[src/rtl/sram_responder.sv]
`timescale 1ns/1ps
// sram_responder: responder end of the mem_req/mem_resp interface, driving one
// 1M x 32 asynchronous SRAM. One transaction is in flight at a time. Every SRAM
// strobe is taken straight from a flop so the pins never glitch.
module sram_responder #(
  parameter logic [31:0] BASE_ADDR   = 32'h8000_0000,
  parameter int          ADDR_WIDTH  = 32,
  parameter int          DATA_WIDTH  = 32,
  parameter int          SRAM_AW     = 20,
  parameter int          WAIT_CYCLES = 2
) (
  input  logic                    clk,
  input  logic                    rst,
  input  logic [ADDR_WIDTH-1:0]   mem_req_addr,
  input  logic                    mem_req_we,
  input  logic [DATA_WIDTH-1:0]   mem_req_data,
  input  logic [DATA_WIDTH/8-1:0] mem_req_be,
  input  logic                    mem_req_valid,
  output logic                    mem_req_ready,
  output logic [DATA_WIDTH-1:0]   mem_resp_data,
  output logic                    mem_resp_valid,
  input  logic                    mem_resp_ready,
  output logic [SRAM_AW-1:0]      sram_addr,
  output logic [DATA_WIDTH-1:0]   sram_d_o,
  output logic                    sram_d_oe,
  input  logic [DATA_WIDTH-1:0]   sram_d_i,
  output logic                    sram_ce_n,
  output logic                    sram_oe_n,
  output logic                    sram_we_n,
  output logic [DATA_WIDTH/8-1:0] sram_be_n
);

  localparam int BE_W  = DATA_WIDTH / 8;
  localparam int CNT_W = (WAIT_CYCLES > 1) ? $clog2(WAIT_CYCLES) : 1;

  typedef enum logic [2:0] {
    ST_IDLE,
    ST_SETUP,
    ST_ACCESS,
    ST_HOLD,
    ST_RESP
  } state_e;

  state_e             state_q, state_d;
  logic [CNT_W-1:0]   cnt_q, cnt_d;

  logic               we_q, we_d;
  logic [BE_W-1:0]    be_q, be_d;
  logic [SRAM_AW-1:0] addr_q, addr_d;
  logic [DATA_WIDTH-1:0] d_o_q, d_o_d;
  logic               d_oe_q, d_oe_d;
  logic               ce_n_q, ce_n_d;
  logic               oe_n_q, oe_n_d;
  logic               we_n_q, we_n_d;
  logic [BE_W-1:0]    be_n_q, be_n_d;
  logic [DATA_WIDTH-1:0] resp_data_q, resp_data_d;
  logic               resp_valid_q, resp_valid_d;

  logic               accept;
  logic               hit;
  logic               cur_we;
  logic [BE_W-1:0]    cur_be;
  logic               unused_addr_bits;

  // Byte lanes below the word address carry no information for a 32-bit SRAM.
  assign unused_addr_bits = ^mem_req_addr[1:0];

  assign mem_req_ready = (state_q == ST_IDLE);
  assign accept        = mem_req_valid && mem_req_ready;
  assign hit           = (mem_req_addr[31:22] == BASE_ADDR[31:22]);

  // Strobes for SETUP are registered on the accept edge, before the request
  // has been latched, so the live request is used while still in IDLE.
  assign cur_we = (state_q == ST_IDLE) ? mem_req_we : we_q;
  assign cur_be = (state_q == ST_IDLE) ? mem_req_be : be_q;

  // State register and wait counter.
  always_ff @(posedge clk or negedge rst) begin
    if (!rst) begin
      state_q <= ST_IDLE;
      cnt_q   <= '0;
    end else begin
      // NOTE: non-blocking assignments keep every flop sampling pre-edge values.
      state_q <= state_d;
      cnt_q   <= cnt_d;
    end
  end

  // Next-state logic: route each accepted request and sequence the SRAM cycle.
  always_comb begin
    // NOTE: defaults first so no path through the case leaves a latch behind.
    state_d = state_q;
    cnt_d   = cnt_q;
    case (state_q)
      ST_IDLE: begin
        if (accept) begin
          if (hit && (!mem_req_we || (mem_req_be != '0))) state_d = ST_SETUP;
          else if (!hit && !mem_req_we)                   state_d = ST_RESP;
        end
      end
      ST_SETUP: begin
        state_d = ST_ACCESS;
        cnt_d   = CNT_W'(WAIT_CYCLES - 1);
      end
      ST_ACCESS: begin
        if (cnt_q == '0) state_d = we_q ? ST_HOLD : ST_RESP;
        else             cnt_d   = cnt_q - 1'b1;
      end
      ST_HOLD: state_d = ST_IDLE;
      ST_RESP: if (mem_resp_ready) state_d = ST_IDLE;
      default: state_d = ST_IDLE;
    endcase
  end

  // Output logic: derive next register values for the SRAM pins and response.
  always_comb begin
    we_d         = we_q;
    be_d         = be_q;
    addr_d       = addr_q;
    d_o_d        = d_o_q;
    ce_n_d       = 1'b1;
    oe_n_d       = 1'b1;
    we_n_d       = 1'b1;
    be_n_d       = '1;
    d_oe_d       = 1'b0;
    resp_data_d  = resp_data_q;
    resp_valid_d = (state_d == ST_RESP);

    if (accept) begin
      we_d   = mem_req_we;
      be_d   = mem_req_be;
      addr_d = mem_req_addr[SRAM_AW+1:2];
      if (mem_req_we) d_o_d = mem_req_data;
      if (!hit && !mem_req_we) resp_data_d = '0;
    end

    if ((state_q == ST_ACCESS) && (cnt_q == '0) && !we_q) resp_data_d = sram_d_i;

    case (state_d)
      ST_SETUP, ST_ACCESS: begin
        ce_n_d = 1'b0;
        if (cur_we) begin
          d_oe_d = 1'b1;
          be_n_d = ~cur_be;
          we_n_d = (state_d != ST_ACCESS);
        end else begin
          oe_n_d = 1'b0;
          be_n_d = '0;
        end
      end
      ST_HOLD: begin
        ce_n_d = 1'b0;
        d_oe_d = 1'b1;
        be_n_d = ~be_q;
      end
      default: ;
    endcase
  end

  // Output and transaction registers; reset releases the SRAM immediately.
  always_ff @(posedge clk or negedge rst) begin
    if (!rst) begin
      we_q         <= 1'b0;
      be_q         <= '0;
      addr_q       <= '0;
      d_o_q        <= '0;
      d_oe_q       <= 1'b0;
      ce_n_q       <= 1'b1;
      oe_n_q       <= 1'b1;
      we_n_q       <= 1'b1;
      be_n_q       <= '1;
      resp_data_q  <= '0;
      resp_valid_q <= 1'b0;
    end else begin
      we_q         <= we_d;
      be_q         <= be_d;
      addr_q       <= addr_d;
      d_o_q        <= d_o_d;
      d_oe_q       <= d_oe_d;
      ce_n_q       <= ce_n_d;
      oe_n_q       <= oe_n_d;
      we_n_q       <= we_n_d;
      be_n_q       <= be_n_d;
      resp_data_q  <= resp_data_d;
      resp_valid_q <= resp_valid_d;
    end
  end

  assign sram_addr      = addr_q;
  assign sram_d_o       = d_o_q;
  assign sram_d_oe      = d_oe_q;
  assign sram_ce_n      = ce_n_q;
  assign sram_oe_n      = oe_n_q;
  assign sram_we_n      = we_n_q;
  assign sram_be_n      = be_n_q;
  assign mem_resp_data  = resp_data_q;
  assign mem_resp_valid = resp_valid_q;

endmodule

[config.mk]
export PLATFORM = sky130hd
export DESIGN_NAME = sram_responder
export DESIGN_NICKNAME = d
export VERILOG_FILES = /design/src/rtl/sram_responder.sv
export SDC_FILE = /design/constraint.sdc
export NUM_CORES = 1
export LEC_CHECK = 0
export BUFFER_PORTS_ARGS = -buffer_cell sky130_fd_sc_hd__buf_2
export CAP_MARGIN = 30
export CELL_PAD_IN_SITES_DETAIL_PLACEMENT = 0
export CELL_PAD_IN_SITES_GLOBAL_PLACEMENT = 1
export CORE_MARGIN = 2
export CORE_UTILIZATION = 30
export CTS_BUF_LIST = sky130_fd_sc_hd__clkbuf_16
export DETAILED_ROUTE_END_ITERATION = 6
export PLACE_DENSITY = 0.76
export RECOVER_POWER = 25
export SLEW_MARGIN = 25
export SYNTH_ARGS = -nofsm -noshare
export SYNTH_HDL_FRONTEND = slang
export SYNTH_SLANG_ARGS = --single-unit
[constraint.sdc]
create_clock -name clk -period 1.7 [get_ports clk]
set_input_delay 0.17 -clock clk [delete_from_list [all_inputs] [get_ports clk]]
set_output_delay 0.17 -clock clk [all_outputs]
set_load 0.05 [all_outputs]
==> impl_metrics.csv, run 1 <==
group,metric,value,unit
worst_setup_path,rr_worst_depth,4,
die,rows,41,
timing,setup_ws,0.0786,ns
placement,numPortBuffers,196,
die,die_height,117,µm
pwr,cellPowerDensity,1210,nW/µm²
global_routing,grt_max_degree,56,
hold_path,hp-start,"mem_req_addr[19]",
global_routing,grt_pass1_vias,3012,
synthesis,synthArstFlopShare,100,%
cts,root_buffer,"clkbuf_16",
cts,cts.clk_slew.worst_paths,0.06,ns
synthesis,ys_types,28,
layout,final_nets,619,
drt,totalWireLength,9.47,mm
die,start_util,30.6,%
layout,multiInputGateArea,1210,µm²
cts,clk_latency,0.35,ns
synthesis,synth.top_cell.area_share,61.7,%
pwr,p_leak,2.92,nW
die,io_pins,199,
synthesis,ys_warn_count,0,
worst_setup_path,arrival,1.45,ns
drt,wl_per_cell,13.7,µm
die,die_area,13800,µm²
drt,firstDrtPassIters,4,
hold_path,hold_end,"sram_addr[17]",
timing,finalCriticalPeriod,1.62,ns
worst_setup_path,critPathKind,"flip-flop to output port",
hold_path,hp-class,"input pin to flip-flop",
cts,cts.sinks,102,
pwr,peakVddDrop,878,µV
placement,dpl_cell_area,5140,µm²
synthesis,syn_avg_cell_area,12.9,µm²
timing,slew_headroom,52.7,%
cts,cts_tree,"done",
worst_setup_path,critPathMaxFanout,6,
hold_path,holdPathStages,3,
placement,pre_cts_slack,0.0951,ns
flow_run,drv_cap,0,
layout,drive_gt1_share,52.5,%
cts,clockBufferDepth,2,
global_routing,grt_antenna_before_repair,0,
die,core-area,12600,µm²
cts,cts_max_level,3,
layout,regArea,2560,µm²
worst_setup_path,reg2reg_setup_slack,0.08,ns
layout,antenna_cells,0,
cts,numCtsBuffers,9,
synthesis,syn_inst,299,
worst_setup_path,r2r-start,"cnt_q",
synthesis,syn_area,3850,µm²
drt,via_per_inst,4.44,
layout,fill_cells,1180,
drt,drc,0,
die,die_w,117,µm
outcome,status,"finished, final reports clean",
timing,skew,0.00416,ns
placement,gp_congestion,0.756,
drt,vias,3063,
timing,finalSetupViolations,0,
layout,post-route-cell-area,5490,µm²
timing,fin_crit_sh,95.4,%
worst_setup_path,worst_setup_path_end_kind,"output port",
worst_setup_path,critPathLaunchType,"flip-flop",
worst_setup_path,r2r_end,"mem_resp_data[5]",
timing,clock.fmax,0.617,GHz
global_routing,overflow,0,
synthesis,yosys-top-cells-area,"dfrtp_1 62%, mux2_2 9.4%, nand2_1 7.5%, a22o_1 7.3%, dfstp_2 4.8%",
timing,worstMarginPinSlew,0.710,ns
global_routing,grt_pass1_wl,14.2,mm
timing,rsz0062_at_grt,"yes",
timing,drv_slew,0,
timing,timing.final.hold_violations,0,
global_routing,grtUsageTotal,13.5,%
layout,syn2layout_area_growth,42.6,%
synthesis,synth-main-ff-cell,"dfrtp_1",
synthesis,ys_seq_elements,102,
synthesis,synth_common_cells,"95 x dfrtp_1, 77 x nand2_1, 32 x a22o_1, 32 x mux2_2, 8 x buf_2",
synthesis,synth_edf_count,0,
drt,final_antenna_net_count,0,
placement,place_hpwl,6.76,mm
synthesis,synth-seq-area-share,66.5,%
worst_setup_path,worst_ep_required_time,1.53,ns
synthesis,syn-num-nets,404,
synthesis,synthDominantAreaCellType,"dfrtp_1",
drt,drt_iter0_markers,121,
synthesis,synth.most_common_cell,"dfrtp_1",
-- critical path: stages, from the launching register on --
cell	delay [ns]
dfrtp_1	0.40
buf_4	0.17
inv_1	0.17
nand2_1	0.13
inv_1	0.09
buf_6	0.15
-- where the power goes --
group	switching (mW)	total (mW)	internal, mW	leakage (nW)
sequential	0.137	2.84	2.70	1.29
clock	0.858	1.97	1.11	0.134
combinational	1.32	1.82	0.503	1.50
-- logic make-up (layout without fill, tap and decap cells) --
kind of cell	Yosys count	count (layout)	synth area share (%)
flops	102	102	66.5
simple gates	96	96	11.5
compound gates	48	48	10.3
mux	32	32	9.36
buf+inv	21	240	2.31
-- cell type report --
| cell class | instances | area share (%) |
|---|---|---|
| inverter | 6 | 0.410 |
| clock inverter | 6 | 0.980 |
| tap | 172 | 3.92 |
| timing repair buffer | 219 | 21.8 |
| sequential | 102 | 46.7 |
| multi-input combinational | 176 | 22.1 |
| clock buffer | 9 | 4.10 |
-- how the worst max path moves through the flow --
stage / from / to / depth (start not counted)
final: state_q[1] / mem_req_ready / 5
after global routing: state_q[1] / mem_req_ready / 5
after CTS: state_q[2] / mem_req_ready / 5
after detailed placement: state_q[2] / sram_be_n[1] / 4
after global placement: state_q[2] / sram_be_n[2] / 4
after floorplan: state_q[0] / sram_be_n[0] / 5
-- routing by layer --
layer | up-vias | GRT usage [%] | routed length [µm]
met5 | - | 0 | 0
li1 | 1463 | - | -
met2 | 124 | 22.8 | 4620
met3 | 16 | 5.41 | 785
met1 | 1460 | 15.3 | 3850
met4 | 0 | 5.57 | 211
-- layout by cell type, fill, tap and decap left out, drive strengths merged --
cell         count
mux2            32
a41o             1
dfstp            7
buf            210
nor2             4
inv              6
dfrtp           95
a21oi            3
or2              1
or3              1
or3b             1
nor4             4
o221ai           5
nor4b            1
nor2b            2
clkinvlp         1
o41ai            2
nand3            1
clkbuf          12
o32ai            1
nand2           78
bufinv           1
o21ai            3
dlygate4sd3      6
nand4b           1
a31oi            1
and2             1
nor3             1
clkinv           4
a22o            32
-- sequential cells by signal, indices dropped and copies added, names as in the netlist --
register / cells
we_q: 1
sram_be_n: 4
mem_resp_data: 32
state_q: 3
cnt_q: 1
sram_oe_n: 1
mem_resp_valid: 1
be_q: 4
sram_we_n: 1
sram_d_oe: 1
sram_addr: 20
sram_d_o: 32
sram_ce_n: 1
-- stage by stage --
| step | instances | setup TNS (ns) | power [mW] | hold slack (ns) | utilization, % |
|---|---|---|---|---|---|
| 6_report | 690 | 0 | 6.63 | 0.0149 | 43.7 |
| 5_1_grt | 690 | -0.0166 | 6.95 | 0.000918 | 43.7 |
| 4_1_cts | 688 | 0 | 6.72 | 0.000691 | 43.6 |
| 3_5_place_dp | 667 | 0 | 4.70 | 0.118 | 40.9 |
| 3_3_place_gp | 667 | 0 | 4.66 | 0.113 | 40.9 |
| 2_1_floorplan | 299 | 0 | 4.12 | -0.126 | - |
-- repair_timing --
item / in CTS / in global routing
endpoints found under the setup margin: 1 / 5
setup buffers: 0 / 2
pin swaps: 0 / 1
endpoints found under the hold margin: 23 / 0
hold buffers: 6 / 0
gates resized for setup: 1 / 3
Note: power is estimated with default switching activity, not from simulation.
==> run 2: changes to the inputs <==
Settings changed: PLACE_DENSITY 0.76 to 0.74.
Clock period 1.7 ns to 1.8 ns, I/O delays scaled along.
==> run 2 against run 1 <==
Net effect:
- combinational power fell by 7%
- routed wire length rose by 3.3%
- cell count fell by 1.0%
- via count rose by 0.69%
- sequential share of layout area rose by 0.51 points
- register-to-register slack improved by 0.09 ns
- critical path depth did not move
- hold slack improved by 0.0048 ns
- design area fell by 1.1%
- flip-flop and latch count did not move
- clock skew rose by 0.0018 ns
- clock power rose by 4%
- largest cell class unchanged
- highest routed layer unchanged
==> impl_metrics.csv, run 2 (same netlist as run 1, synthesis figures left out) <==
group,metric,value,unit
worst_setup_path,arrival,1.54,ns
layout,mostFrequentLayoutCells,"194 x buf_2, 95 x dfrtp_1, 77 x nand2_1",
timing,holdWs,0.0197,ns
drt,drt_iter0_markers,115,
cts,numCtsBuffers,9,
worst_setup_path,reg2reg_setup_slack,0.17,ns
worst_setup_path,worst_setup_path_end_kind,"output port",
worst_setup_path,cp_cell_sequence,"buf_4, nor2_1, nand2_1, inv_1, clkbuf_4",
global_routing,grtUsageTotal,14.1,%
drt,wl_per_cell,14.3,µm
global_routing,grt_antenna_before_repair,0,
worst_setup_path,critPathSlowestCell,"dfrtp_1",
timing,fin_crit_sh,95.5,%
cts,clockBufferDepth,2,
worst_setup_path,critPathLaunchType,"flip-flop",
timing,rsz0062_at_grt,"no",
die,start_util,30.6,%
drt,via_per_inst,4.52,
global_routing,grt_pass1_vias,3046,
hold_path,holdPathStages,3,
worst_setup_path,crit_cells,5,
layout,syn2layout_area_growth,41.0,%
worst_setup_path,max_stage_delay,0.41,ns
worst_setup_path,critPathKind,"flip-flop to output port",
placement,numPortBuffers,196,
placement,place_hpwl,7.18,mm
layout,final_common_cell,"buf_2",
timing,timing.final.hold_violations,0,
die,die_height,117,µm
pwr,peakVddDrop,477,µV
layout,antenna_cells,0,
drt,vias,3084,
hold_path,hp-class,"input pin to flip-flop",
die,io_pins,199,
timing,worstMarginPinSlew,0.874,ns
cts,root_buffer,"clkbuf_16",
timing,slew_headroom,41.7,%
outcome,status,"finished, final reports clean",
cts,cts_tree,"done",
hold_path,hp-start,"mem_req_addr[20]",
flow_run,drv_cap,0,
timing,finalCriticalPeriod,1.72,ns
cts,cts.clk_slew.worst_paths,0.07,ns
cts,clk_latency,0.34,ns
global_routing,grt_max_degree,54,
die,die_w,117,µm
worst_setup_path,r2r-start,"state_q[2]",
worst_setup_path,crit_buf_inv,3,
drt,drc,0,
hold_path,hold_end,"sram_addr[18]",
pwr,p_leak,2.89,nW
worst_setup_path,worst_ep_required_time,1.62,ns
worst_setup_path,critPathMaxFanout,10,
timing,clock.fmax,0.582,GHz
drt,totalWireLength,9.78,mm
drt,firstDrtPassIters,4,
die,die_area,13800,µm²
worst_setup_path,r2r_end,"sram_be_n[0]",
timing,skew,0.00600,ns
global_routing,overflow,0,
die,rows,41,
global_routing,grt_pass1_wl,14.7,mm
placement,gp_congestion,0.745,
drt,final_antenna_net_count,0,
cts,cts_setup_buffers,0,
cts,cts_max_level,3,
layout,drive_gt1_share,52.8,%
layout,final_nets,611,
worst_setup_path,crit_family,"buffers and inverters",
cts,cts.sinks,102,
worst_setup_path,startpoint,"state_q[2]",
worst_setup_path,rr_worst_depth,4,
die,core-area,12600,µm²
timing,tns,0,ns
timing,finalSetupViolations,0,
pwr,cellPowerDensity,1180,nW/µm²
timing,drv_slew,0,
==> run 2: changes by cell type in the layout (fill, tap and decap cells not counted), sizes merged <==
cell / delta
buf: -3
dlygate4sd3: -5
bufinv: +1
clkinv: -1
inv: +1
==> run 2: power breakdown <==
| part | internal (mW) | leakage (nW) | total [mW] | switching [mW] |
|---|---|---|---|---|
| Clock | 1.21 | 0.149 | 2.05 | 0.839 |
| Combinational | 0.453 | 1.46 | 1.69 | 1.24 |
| Sequential | 2.55 | 1.29 | 2.68 | 0.126 |
==> run 2: layout make-up <==
type	count	area (µm²)
clock inverter	7	87.6
clock buffer	9	225
multi-input combinational	176	1210
inverter	6	22.5
tap	172	215
sequential	102	2560
timing repair buffer	211	1110
fill	1218	7140
==> run 2: worst max path at each step <==
| stage | endpoint |
|---|---|
| 2_1_floorplan | sram_be_n[0] |
| 3_3_place_gp | sram_be_n[3] |
| 3_5_place_dp | sram_be_n[0] |
| 4_1_cts | mem_req_ready |
| 5_1_grt | mem_req_ready |
| 6_report | mem_req_ready |
==> run 2: metrics by stage <==
stage | setup slack [ns] | util, % | cell area [µm²] | power, mW | cells
3_5_place_dp | 0.141 | 40.7 | 5120 | 4.43 | 666
3_3_place_gp | 0.200 | 40.7 | 5120 | 4.40 | 666
2_1_floorplan | 0.125 | - | 3850 | 3.89 | 299
5_1_grt | 0.0195 | 43.2 | 5430 | 6.70 | 683
6_report | 0.0812 | 43.2 | 5430 | 6.41 | 683
4_1_cts | 0.0183 | 43.3 | 5440 | 6.52 | 683
==> run 2: per-layer routing <==
metal  part of all wire, %  routed length (µm)  vias to the layer above  track usage [%]
met5                     0                   0                        -                0
met4                   2.5                 246                        0             7.37
met3                   7.6                 742                       19             4.63
met2                    50                4850                      122             23.4
met1                    40                3940                     1491             16.1
li1                      -                   -                     1452                -
==> run 2: worst min-delay path: stages <==
cell     delay [ns]
buf_2          0.07
nand2_1        0.04
nand2_1        0.04
==> run 2: timing repair <==
item | CTS | global route
hold buffers | 1 | 0
setup endpoints to repair | 0 | 1
resized for setup | 0 | 1
hold endpoints to repair | 26 | 0
==> run 3: changes to the inputs <==
Settings changed: CORE_UTILIZATION 30 to 25, PLACE_DENSITY 0.74 to 0.64.
==> run 3 against run 2 <==
Net effect:
- first-iteration DRC count shrank 0.87%
- die area grew 19%
- via count grew 0.65%
- hold slack is essentially flat
- highest routed layer unchanged
- critical path type is now flip-flop to flip-flop
- total power shrank 4.0%
- non-clock buffer count grew 4
- combinational power is essentially flat
- critical endpoint is now sram_be_n[1]
- clock skew grew 0.00098 ns
- critical path depth shrank 1
- clock-buffer cell count is the same
- cell count grew 2.9%
- clock power shrank 14%
==> impl_metrics.csv, run 3 (same netlist as run 1, synthesis figures left out) <==
group,metric,value,unit
layout,antenna_cells,0,
placement,numPortBuffers,196,
global_routing,grt_max_degree,50,
cts,cts.sinks,102,
timing,timing.final.hold_violations,0,
pwr,power,6.16,mW
layout,final_common_cell,"buf_2",
drt,drc,0,
layout,drive_gt1_share,53.2,%
timing,finalSetupViolations,0,
layout,mostFrequentLayoutCells,"194 x buf_2, 95 x dfrtp_1, 77 x nand2_1",
die,start_util,25.4,%
flow_run,drv_cap,0,
timing,finalCriticalPeriod,1.71,ns
cts,clk_latency,0.35,ns
outcome,status,"finished, final reports clean",
drt,vias,3104,
drt,totalWireLength,10.2,mm
placement,dpl_cell_area,5150,µm²
die,die_area,16400,µm²
global_routing,grt_pass1_wl,16.1,mm
worst_setup_path,max_stage_delay,0.47,ns
placement,gp_congestion,0.761,
die,io_pins,199,
die,core-area,15100,µm²
hold_path,holdPathStages,3,
global_routing,grt_antenna_before_repair,0,
timing,setup_ws,0.0947,ns
timing,drv_slew,0,
cts,cts_tree,"done",
global_routing,grtUsageTotal,12.6,%
drt,drt_iter0_markers,114,
placement,pre_cts_slack,0.0374,ns
timing,skew,0.00698,ns
timing,slew_headroom,56.1,%
cts,cts.clk_slew.worst_paths,0.07,ns
cts,cts_max_level,3,
worst_setup_path,critPathMaxFanout,7,
die,die_height,128,µm
timing,fin_crit_sh,94.7,%
layout,final_nets,615,
timing,worstMarginPinSlew,0.659,ns
worst_setup_path,arrival,1.97,ns
worst_setup_path,critPathLaunchType,"flip-flop",
timing,clock.fmax,0.586,GHz
global_routing,overflow,0,
drt,final_antenna_net_count,0,
worst_setup_path,rr_worst_depth,4,
drt,firstDrtPassIters,4,
worst_setup_path,worst_setup_path_end_kind,"flip-flop",
hold_path,hp-class,"input pin to flip-flop",
pwr,p_leak,2.89,nW
cts,numCtsBuffers,9,
global_routing,grt_pass1_vias,3152,
pwr,peakVddDrop,609,µV
worst_setup_path,critPathSlowestCell,"dfrtp_1",
cts,root_buffer,"clkbuf_16",
worst_setup_path,cp_cell_sequence,"nor4b_4, nand2_2, or3_4, o221ai_1",
layout,syn2layout_area_growth,41.6,%
cts,clockBufferDepth,2,
die,rows,45,
placement,place_hpwl,7.55,mm
pwr,cellPowerDensity,1130,nW/µm²
die,die_w,128,µm
timing,holdWs,0.0199,ns
worst_setup_path,critPathKind,"flip-flop to flip-flop",
drt,wl_per_cell,14.5,µm
worst_setup_path,worst_ep_required_time,2.07,ns
layout,post-route-cell-area,5450,µm²
drt,via_per_inst,4.42,
## run 3: cell types whose count changed in the layout (fill, tap and decap cells not counted), sizes merged
cell	delta
dlygate4sd3	+2
clkinv	+1
bufinv	-2
clkinvlp	+2
inv	-1
clkbuf	-1
buf	+3
## run 3: power breakdown
group | total [mW] | internal, mW | leakage [nW] | switching (mW)
Combinational | 1.71 | 0.469 | 1.48 | 1.24
Clock | 1.77 | 0.925 | 0.125 | 0.850
Sequential | 2.68 | 2.55 | 1.29 | 0.126
## run 3: cell type report
| cell class | count | area [µm²] |
|---|---|---|
| Clock buffer | 9 | 225 |
| Clock inverter | 7 | 41.3 |
| Fill cell | 1537 | 9690 |
| Inverter | 6 | 22.5 |
| Multi-Input combinational cell | 176 | 1210 |
| Sequential cell | 102 | 2560 |
| Tap cell | 188 | 235 |
| Timing Repair Buffer | 215 | 1160 |
## run 3: routing by layer
metal	vias to the layer above	wire, µm	track usage (%)
met5	-	0	0
met4	0	254	5.56
met3	15	728	4.76
met2	124	4770	19.3
met1	1506	4430	15.9
li1	1459	-	-
## run 3: path summary, 6_finish.rpt
kind                                        from             to  slack (ns)
worst min register to register           be_q[2]   sram_be_n[2]        0.45
worst max-delay path                  state_q[1]   sram_be_n[1]        0.09
min in group asynchronous                    rst     state_q[2]        0.26
worst max register to register        state_q[1]   sram_be_n[1]        0.09
worst min-delay path            mem_req_addr[14]  sram_addr[12]        0.02
max in group asynchronous                    rst   sram_d_o[16]        0.57
## run 3: per-stage QoR
| stage | setup TNS [ns] | utilization [%] | instances |
|---|---|---|---|
| floorplan | 0 | - | 299 |
| global placement | 0 | 34.0 | 682 |
| detailed placement | 0 | 34.0 | 682 |
| CTS | 0 | 36.0 | 701 |
| global route | -0.0141 | 36.0 | 703 |
| finish | 0 | 36.0 | 703 |
## run 3: what timing repair did
item	in CTS	in global routing
buffers inserted	0	2
hold endpoints to repair	22	0
gates resized for setup	0	3
endpoints found under the setup margin	0	32
hold buffers	3	0
## run 3: critical path, delay by kind of cell (launching register included)
family,cells,cell delay (ns)
flip-flops,1,0.47
AO/OA/AOI/OAI,1,0.19
AND/OR/NAND/NOR,3,0.97
